===== src/rtl/fft_frame_sequencer.sv =====
// fft_frame_sequencer: front end for the radix-2 pipeline FFT.
// Pulls samples from a valid-qualified source and emits gap-free
// 2^N-sample frames on fft_en/fft_ad. Missing samples are zero-filled
// so a frame never tears. A post-reset holdoff keeps start blocked
// while the downstream FIFO leaves reset.
// Optional build macro SAMPLE_IDX_EN adds fft_idx/fft_sof outputs that
// carry the slot index alongside each emitted sample.
module fft_frame_sequencer #(
  parameter int WIDTH   = 16,
  parameter int N       = 9,
  parameter int HOLDOFF = 10,
  parameter int GAP     = 4,
  parameter int FCNT_W  = 8
) (
  input  logic              clk,
  input  logic              areset,
  input  logic              start,
  input  logic [FCNT_W-1:0] nframes,
  input  logic              abort,
  input  logic              s_valid,
  input  logic [WIDTH-1:0]  s_data,
  output logic              s_ready,
  output logic              fft_en,
  output logic [WIDTH-1:0]  fft_ad,
  output logic              busy,
  output logic              done,
  output logic              underrun
`ifdef SAMPLE_IDX_EN
  ,
  output logic [N-1:0]      fft_idx,
  output logic              fft_sof
`endif
);

  // Counter widths stay at least one bit so HOLDOFF=0 / GAP<=1 still elaborate.
  localparam int HW = (HOLDOFF > 0) ? $clog2(HOLDOFF + 1) : 1;
  localparam int GW = (GAP > 1) ? $clog2(GAP) : 1;
  localparam logic [HW-1:0] HOLD_LAST = HW'(HOLDOFF);
  localparam logic [GW-1:0] GAP_LAST  = (GAP > 0) ? GW'(GAP - 1) : '0;

  typedef enum logic [2:0] {
    S_HOLD,
    S_IDLE,
    S_RUN,
    S_GAP,
    S_DONE
  } state_t;

  state_t            state_reg;
  logic [HW-1:0]     hold_cnt_reg;
  logic [GW-1:0]     gap_cnt_reg;
  logic [N-1:0]      sample_cnt_reg;
  logic [FCNT_W-1:0] frame_cnt_reg;
  logic [FCNT_W-1:0] nframes_reg;
  logic [FCNT_W-1:0] frame_inc;

  // Frame count after the current frame completes; compared against the request.
  assign frame_inc = frame_cnt_reg + 1'b1;

  // The source may only hand over a sample while a frame slot is open.
  assign s_ready = (state_reg == S_RUN);

  // Sequencer FSM with all outputs registered; abort outranks every RUN/GAP transition.
  always_ff @(posedge clk or negedge areset) begin
    if (!areset) begin
      state_reg      <= S_HOLD;
      hold_cnt_reg   <= '0;
      gap_cnt_reg    <= '0;
      sample_cnt_reg <= '0;
      frame_cnt_reg  <= '0;
      nframes_reg    <= '0;
      fft_en         <= 1'b0;
      fft_ad         <= '0;
      busy           <= 1'b0;
      done           <= 1'b0;
      underrun       <= 1'b0;
`ifdef SAMPLE_IDX_EN
      fft_idx        <= '0;
      fft_sof        <= 1'b0;
`endif
    end else begin
      // Outside an open slot the FFT input is quiet and done is a single pulse.
      fft_en <= 1'b0;
      fft_ad <= '0;
      done   <= 1'b0;
`ifdef SAMPLE_IDX_EN
      fft_idx <= '0;
      fft_sof <= 1'b0;
`endif
      case (state_reg)
        S_HOLD: begin
          if (hold_cnt_reg == HOLD_LAST) begin
            state_reg <= S_IDLE;
          end else begin
            hold_cnt_reg <= hold_cnt_reg + 1'b1;
          end
        end

        S_IDLE: begin
          if (start) begin
            nframes_reg    <= nframes;
            underrun       <= 1'b0;
            sample_cnt_reg <= '0;
            frame_cnt_reg  <= '0;
            gap_cnt_reg    <= '0;
            busy           <= 1'b1;
            state_reg      <= S_RUN;
          end
        end

        S_RUN: begin
          if (abort) begin
            sample_cnt_reg <= '0;
            frame_cnt_reg  <= '0;
            gap_cnt_reg    <= '0;
            busy           <= 1'b0;
            state_reg      <= S_IDLE;
          end else begin
            // Every slot is emitted; a missing sample becomes zero and is flagged.
            fft_en         <= 1'b1;
            fft_ad         <= s_valid ? s_data : '0;
            underrun       <= underrun | ~s_valid;
            sample_cnt_reg <= sample_cnt_reg + 1'b1;
`ifdef SAMPLE_IDX_EN
            fft_idx <= sample_cnt_reg;
            fft_sof <= (sample_cnt_reg == '0);
`endif
            if (sample_cnt_reg == '1) begin
              frame_cnt_reg <= frame_inc;
              if ((nframes_reg != '0) && (frame_inc == nframes_reg)) begin
                busy      <= 1'b0;
                state_reg <= S_DONE;
              end else if (GAP != 0) begin
                state_reg <= S_GAP;
              end
            end
          end
        end

        S_GAP: begin
          if (abort) begin
            sample_cnt_reg <= '0;
            frame_cnt_reg  <= '0;
            gap_cnt_reg    <= '0;
            busy           <= 1'b0;
            state_reg      <= S_IDLE;
          end else if (gap_cnt_reg == GAP_LAST) begin
            gap_cnt_reg <= '0;
            state_reg   <= S_RUN;
          end else begin
            gap_cnt_reg <= gap_cnt_reg + 1'b1;
          end
        end

        S_DONE: begin
          done      <= 1'b1;
          state_reg <= S_IDLE;
        end

        default: begin
          state_reg <= S_HOLD;
        end
      endcase
    end
  end

endmodule


===== config.mk =====
export PLATFORM = sky130hd
export DESIGN_NAME = fft_frame_sequencer
export DESIGN_NICKNAME = d
export VERILOG_FILES = /design/src/rtl/fft_frame_sequencer.sv
export SDC_FILE = /design/constraint.sdc
export NUM_CORES = 1
export LEC_CHECK = 0
export CORE_MARGIN = 8
export CORE_UTILIZATION = 51
export DETAILED_ROUTE_END_ITERATION = 7
export GPL_TIMING_DRIVEN = 0
export PLACE_DENSITY_LB_ADDON = 0.08
export SYNTH_ARGS = -nofsm -noshare
export SYNTH_HDL_FRONTEND = slang
export SYNTH_SLANG_ARGS = --single-unit

===== constraint.sdc =====
create_clock -name clk -period 2.7 [get_ports clk]
set_input_delay 0.81 -clock clk [delete_from_list [all_inputs] [get_ports clk]]
set_output_delay 0.81 -clock clk [all_outputs]
set_load 0.02 [all_outputs]

# After elaboration in Yosys (flattened, before gate mapping)
# Index checks and enable logic that the tools add are counted.
dict set report word_totals {
  regBits 54
  in_bits 29
  output_inout_bits 21
  word_cells 84
}
dict set report op_classes {
  add_sub_neg 4
  eq_ne 16
  muxes 37
  bitwise 3
  reduce_logical 13
}
# cell n
set ops {}
lappend ops {{2-to-1 mux 16 bit} 3}
lappend ops {{2-to-1 mux 8 bit} 4}
lappend ops {{2-to-1 mux 9 bit} 3}
lappend ops {{one-hot mux 9 bit (3 select lines)} 1}
lappend ops {{one-hot mux 8 bit (3 select lines)} 1}
lappend ops {{2-to-1 mux 3 bit} 7}
lappend ops {{one-hot mux 3 bit (5 select lines)} 1}
lappend ops {{2-to-1 mux 1 bit} 10}
lappend ops {{inequality test 2 bit, second input constant} 5}
lappend ops {{adder 9 x 1 -> 9 bit, second input constant} 1}
lappend ops {{equality test 9 bit, second input constant} 1}
lappend ops {{AND reduction 3 bit} 3}
lappend ops {{adder 8 x 1 -> 8 bit, second input constant} 1}
lappend ops {{equality test 8 bit} 1}
lappend ops {{2-to-1 mux 2 bit} 4}
lappend ops {{AND reduction 4 bit} 2}
lappend ops {{nonzero test 8 bit} 1}
lappend ops {{equality test 3 x 2 -> 1 bit, second input constant} 2}
lappend ops {{inequality test 3 x 2 -> 1 bit, second input constant} 2}
lappend ops {{one-hot mux 2 bit (3 select lines)} 1}
lappend ops {{AND reduction 5 bit} 1}
lappend ops {{adder 4 x 1 -> 4 bit, second input constant} 1}
lappend ops {{equality test 4 bit, second input constant} 1}
lappend ops {{AND reduction 2 bit} 2}
lappend ops {{other kinds (13)} 14}

# Depth between registers and ports, before layout
dict set report logic_depth {
  word_depth 7
  mapped_depth 10
  depth_no_buf 10
}

# Worst setup path after synthesis
# No wires, ideal clock.
dict set report synth_path {
  path_kind {register to register}
  from {reg frame_cnt_reg[0]}
  to {reg busy}
  setup_time_ps 126
  arrival_ps 2127
  t_required_ps 2574
  path_slack_ps 447
  stages_incl_launch_ff 8
  path_buffers 0
  synth_period_minus_slack_ps 2253
  cell_sequence {dfrtp_1 ha_1 xnor2_1 o21ai_0 or4_1 nor4_1 nand3_1 a221o_1}
}
dict set report synth_via {
  elab_chain_len 5
}
# element line_no
set synth_rtl {}
lappend synth_rtl {{start, declared} 53} ;# logic [FCNT_W-1:0] frame_cnt_reg;
lappend synth_rtl {{start signal, assigned} 129} ;# frame_cnt_reg <= frame_inc;
lappend synth_rtl {{adder 8 x 1 -> 8 bit} 58} ;# assign frame_inc = frame_cnt_reg + 1'b1;
lappend synth_rtl {{equality test 8 bit} 130} ;# if ((nframes_reg != '0) && (frame_inc == nframes_reg)) begin
lappend synth_rtl {{logical AND 1 bit} 130}
lappend synth_rtl {{inequality test 3 x 2 -> 1 bit (no source line)} --}
lappend synth_rtl {{AND reduction 5 bit (no source line)} --}
lappend synth_rtl {{end signal, assigned} 116} ;# busy <= 1'b0;
lappend synth_rtl {{end signal, assigned} 131} ;# busy <= 1'b0;
lappend synth_rtl {{end signal, assigned} 145} ;# busy <= 1'b0;
lappend synth_rtl {{end, declared} 25} ;# output logic busy,
# No other way between the ends.
# A chain may end at the register's enable or synchronous reset.

# Worst setup path after layout
# Same ends and word-level chain as after synthesis.

==> flow_summary.json <==
{
  "power_density_mw_per_mm2": 679,
  "area_delta_synth_final_pct": 27.8,
  "syn_area_per_cell_um2": 10.5,
  "status": "finished, final reports clean",
  "r2r-end": "busy",
  "firstDrtPassIters": 4,
  "ir_worst_vdd_uv": 341,
  "rows": 25,
  "final.setup_skew_ps": 4.71,
  "utilization_pct": 67.7,
  "top_usage_layer": "met2",
  "min_path_type": "in -> async",
  "multi_input_area_mm2": 0.00110,
  "reg2reg_depth": 7,
  "cts-root-buf": "clkbuf_8",
  "io_buffers": 49,
  "cts.sinks": 54,
  "io_pins": 50,
  "ys_warn_count": 0,
  "syn_nets": 273,
  "wl_per_cell_um": 14.8,
  "netlist_area_mm2": 0.00250,
  "cts_setup_buffers": 0,
  "finalPower_uw": 2170,
  "clk_latency_ps": 300,
  "gp_congestion": 0.810,
  "cp.required_ps": 2890,
  "clock_path_buffers": 2,
  "grt_setup_unrepaired": "false",
  "start_kind": "register",
  "p_comb_share_pct": 30.4,
  "regArea_mm2": 0.00135,
  "max_freq_ghz": 0.402,
  "track_usage_pct": 16.0,
  "synth_cell_types": 36,
  "drive_above_1_share_pct": 7.43,
  "die_x_um": 86.0,
  "slew_headroom_pct": 57.7,
  "worst-path-max-fanout": 6,
  "largest_reg_flops": 16,
  "maxCapViolations": 0,
  "remaining_drc_errors": 0,
  "synth_cells": 238,
  "initial_core_util_pct": 53.0,
  "yosysSeqAreaShare_pct": 54.0,
  "p_seq_share_pct": 48.7,
  "internal_power_uw": 1460,
  "power_leakage_uw": 0.00144,
  "core_area_mm2": 0.00472,
  "clkTransAtPathRegs_ps": 90,
  "path_cells": "ha_2 > xnor2_1 > o21ai_0 > or4_1 > nor4_1 > nand3_1 > a221o_1",
  "slowest_delay_ps": 510,
  "ctsHoldBuffers": 0,
  "clkPwrFrac_pct": 20.9,
  "diodes": 0,
  "grt_max_degree": 37,
  "crit_slowest_cell": "or4_1",
  "finalMaxSlewViolations": 0,
  "p_switching_uw": 712,
  "met3_usage_pct": 6.97,
  "gr-total-overflow": 0,
  "setup_viol": 0,
  "worstMarginPinSlew_ps": 635,
  "end_kind": "register",
  "fp.dieArea_mm2": 0.00740,
  "met1_usage_pct": 19.9,
  "cts.htree.levels": 2,
  "grt_pass1_vias": 2003,
  "cts_buffers": 5,
  "worstSetupPathType": "reg -> reg",
  "ys_ff_latch": 54,
  "globalRouteMet2Util_pct": 24.2,
  "vias_per_cell": 5.46,
  "fillerInstances": 376,
  "via_count": 1982,
  "wl_um": 5390,
  "crit_arrival_ps": 2680,
  "post-route-period-util_pct": 92.0,
  "period_needed_ps": 2480,
  "r2r_start": "frame_cnt_reg[0]",
  "die_h_um": 86.0,
  "cts_tree": "built",
  "hold_viol_final": 0,
  "fin_nets": 330,
  "grt_pass1_wl_um": 9450,
  "drtIter0Drc": 72,
  "antenna_found_initial": 0,
  "reg2reg_slack_ps": 220,
  "final_antenna_net_count": 0,
  "swShare_pct": 32.8,
  "dp_hpwl_um": 4080,
  "crit_start": "frame_cnt_reg[0]"
}
## worst max-delay path, delay by kind of cell, from the launching register on
kind,cells,cell delay [ps]
xor+xnor,1,110
fa+ha+maj,1,350
compound gates,2,420
flops,1,460
simple gates,3,1040
## synth_stat cells
cell type / number / area share, %
o2bb2ai_1: 2 / 0.70
dfrtp_1: 54 / 54
clkbuf_2: 1 / 0.20
nor3b_1: 3 / 0.90
nand2b_1: 5 / 1.3
and3_1: 22 / 5.5
o31ai_1: 5 / 1.5
o21a_1: 2 / 0.60
o32ai_1: 1 / 0.35
clkbuf_1: 7 / 1.1
nor3_1: 2 / 0.40
ha_1: 6 / 3.0
a21oi_1: 12 / 2.4
and3_4: 1 / 0.45
inv_1: 7 / 1.1
or4_1: 1 / 0.30
a31oi_1: 1 / 0.25
nor4_1: 3 / 0.75
nand4_1: 5 / 1.3
xnor2_1: 9 / 3.2
o21ai_0: 22 / 4.4
xor2_1: 7 / 2.5
nor2_1: 14 / 2.1
mux2_2: 7 / 3.2
a32o_1: 2 / 0.80
a221o_1: 1 / 0.40
and4_1: 1 / 0.35
and2_1: 1 / 0.25
mux2i_1: 1 / 0.40
a2111oi_0: 1 / 0.35
nand3b_1: 3 / 0.90
o221ai_1: 1 / 0.35
nand2_1: 16 / 2.4
nand3_1: 8 / 1.6
buf_1: 1 / 0.15
a21o_1: 3 / 0.90
## worst max path at each step
stage / end / slack (ps)
floorplan: busy / 450
global placement: fft_ad[13] / -790
detailed placement: frame_cnt_reg[7] / -580
CTS: busy / 100
global route: busy / 50
finish: busy / 220
## stage by stage
stage	hold slack (ps)	setup WS (ps)	setup TNS [ps]	std cells	cell area (µm²)
detailed placement	485	-576	-8920	355	3090
global route	462	45.5	0	363	3200
CTS	434	103	0	363	3190
global placement	462	-790	-50730	354	3080
finish	429	215	0	363	3200
floorplan	445	447	0	238	2500
## logic make-up (layout without fill, tap and decap cells)
logic type | after synthesis | after routing | synth area share (%)
buffers and inverters | 16 | 74 | 2.45
AO/OA/AOI/OAI | 53 | 53 | 13.0
multiplexers | 8 | 8 | 3.55
AND/OR/NAND/NOR | 85 | 85 | 18.4
flip-flops | 54 | 54 | 54.0
XOR/XNOR | 16 | 16 | 5.60
adder cells (fa/ha/maj) | 6 | 6 | 3.00
## repair_timing
item | in CTS | in global routing
pin swaps | 0 | 1
gates cloned | 0 | 0
resized for setup | 3 | 3
endpoints found under the setup margin | 9 | 4
## routing by layer
layer	up-vias	share of wire, %
li1	965	-
met1	969	44
met2	41	47
met3	7	7.4
met4	0	1.1
met5	-	0
## power by group through the flow
stage	clock, µW	combinational [µW]	sequential (µW)
after floorplan	0	421	1070
after global placement	0	654	1070
after detailed placement	0	663	1070
after CTS	467	666	1060
after global routing	512	741	1080
final	453	660	1060
## cell type report
class                      instances  share of cell area [%]
sequential                        54                    42.3
multi-input combinational        168                    34.5
timing repair buffer              50                    15.8
clock buffer                       7                    2.70
tap                               67                    2.62
buffer                             9                    1.13
inverter                           7                   0.822
clock inverter                     1                   0.156
## cells in the final DEF (no fill, tap or decap), types with 2 or more instances in the layout
cell             count
o21a_1               2
nand2b_1             5
o2bb2ai_1            2
dfrtp_1             53
a21oi_1             12
nor2_1              14
nand4_1              5
nand2_1             16
clkbuf_8             6
o21ai_0             22
mux2_2               7
nand3_1              8
nor4_1               3
clkbuf_1             7
ha_1                 5
clkdlybuf4s50_1     47
nor3b_1              3
nand3b_1             3
clkbuf_2             2
xor2_1               7
and3_1              22
o31ai_1              5
inv_1                7
a21o_1               3
a32o_1               2
xnor2_1              9
(Power assumes the default switching activity.)
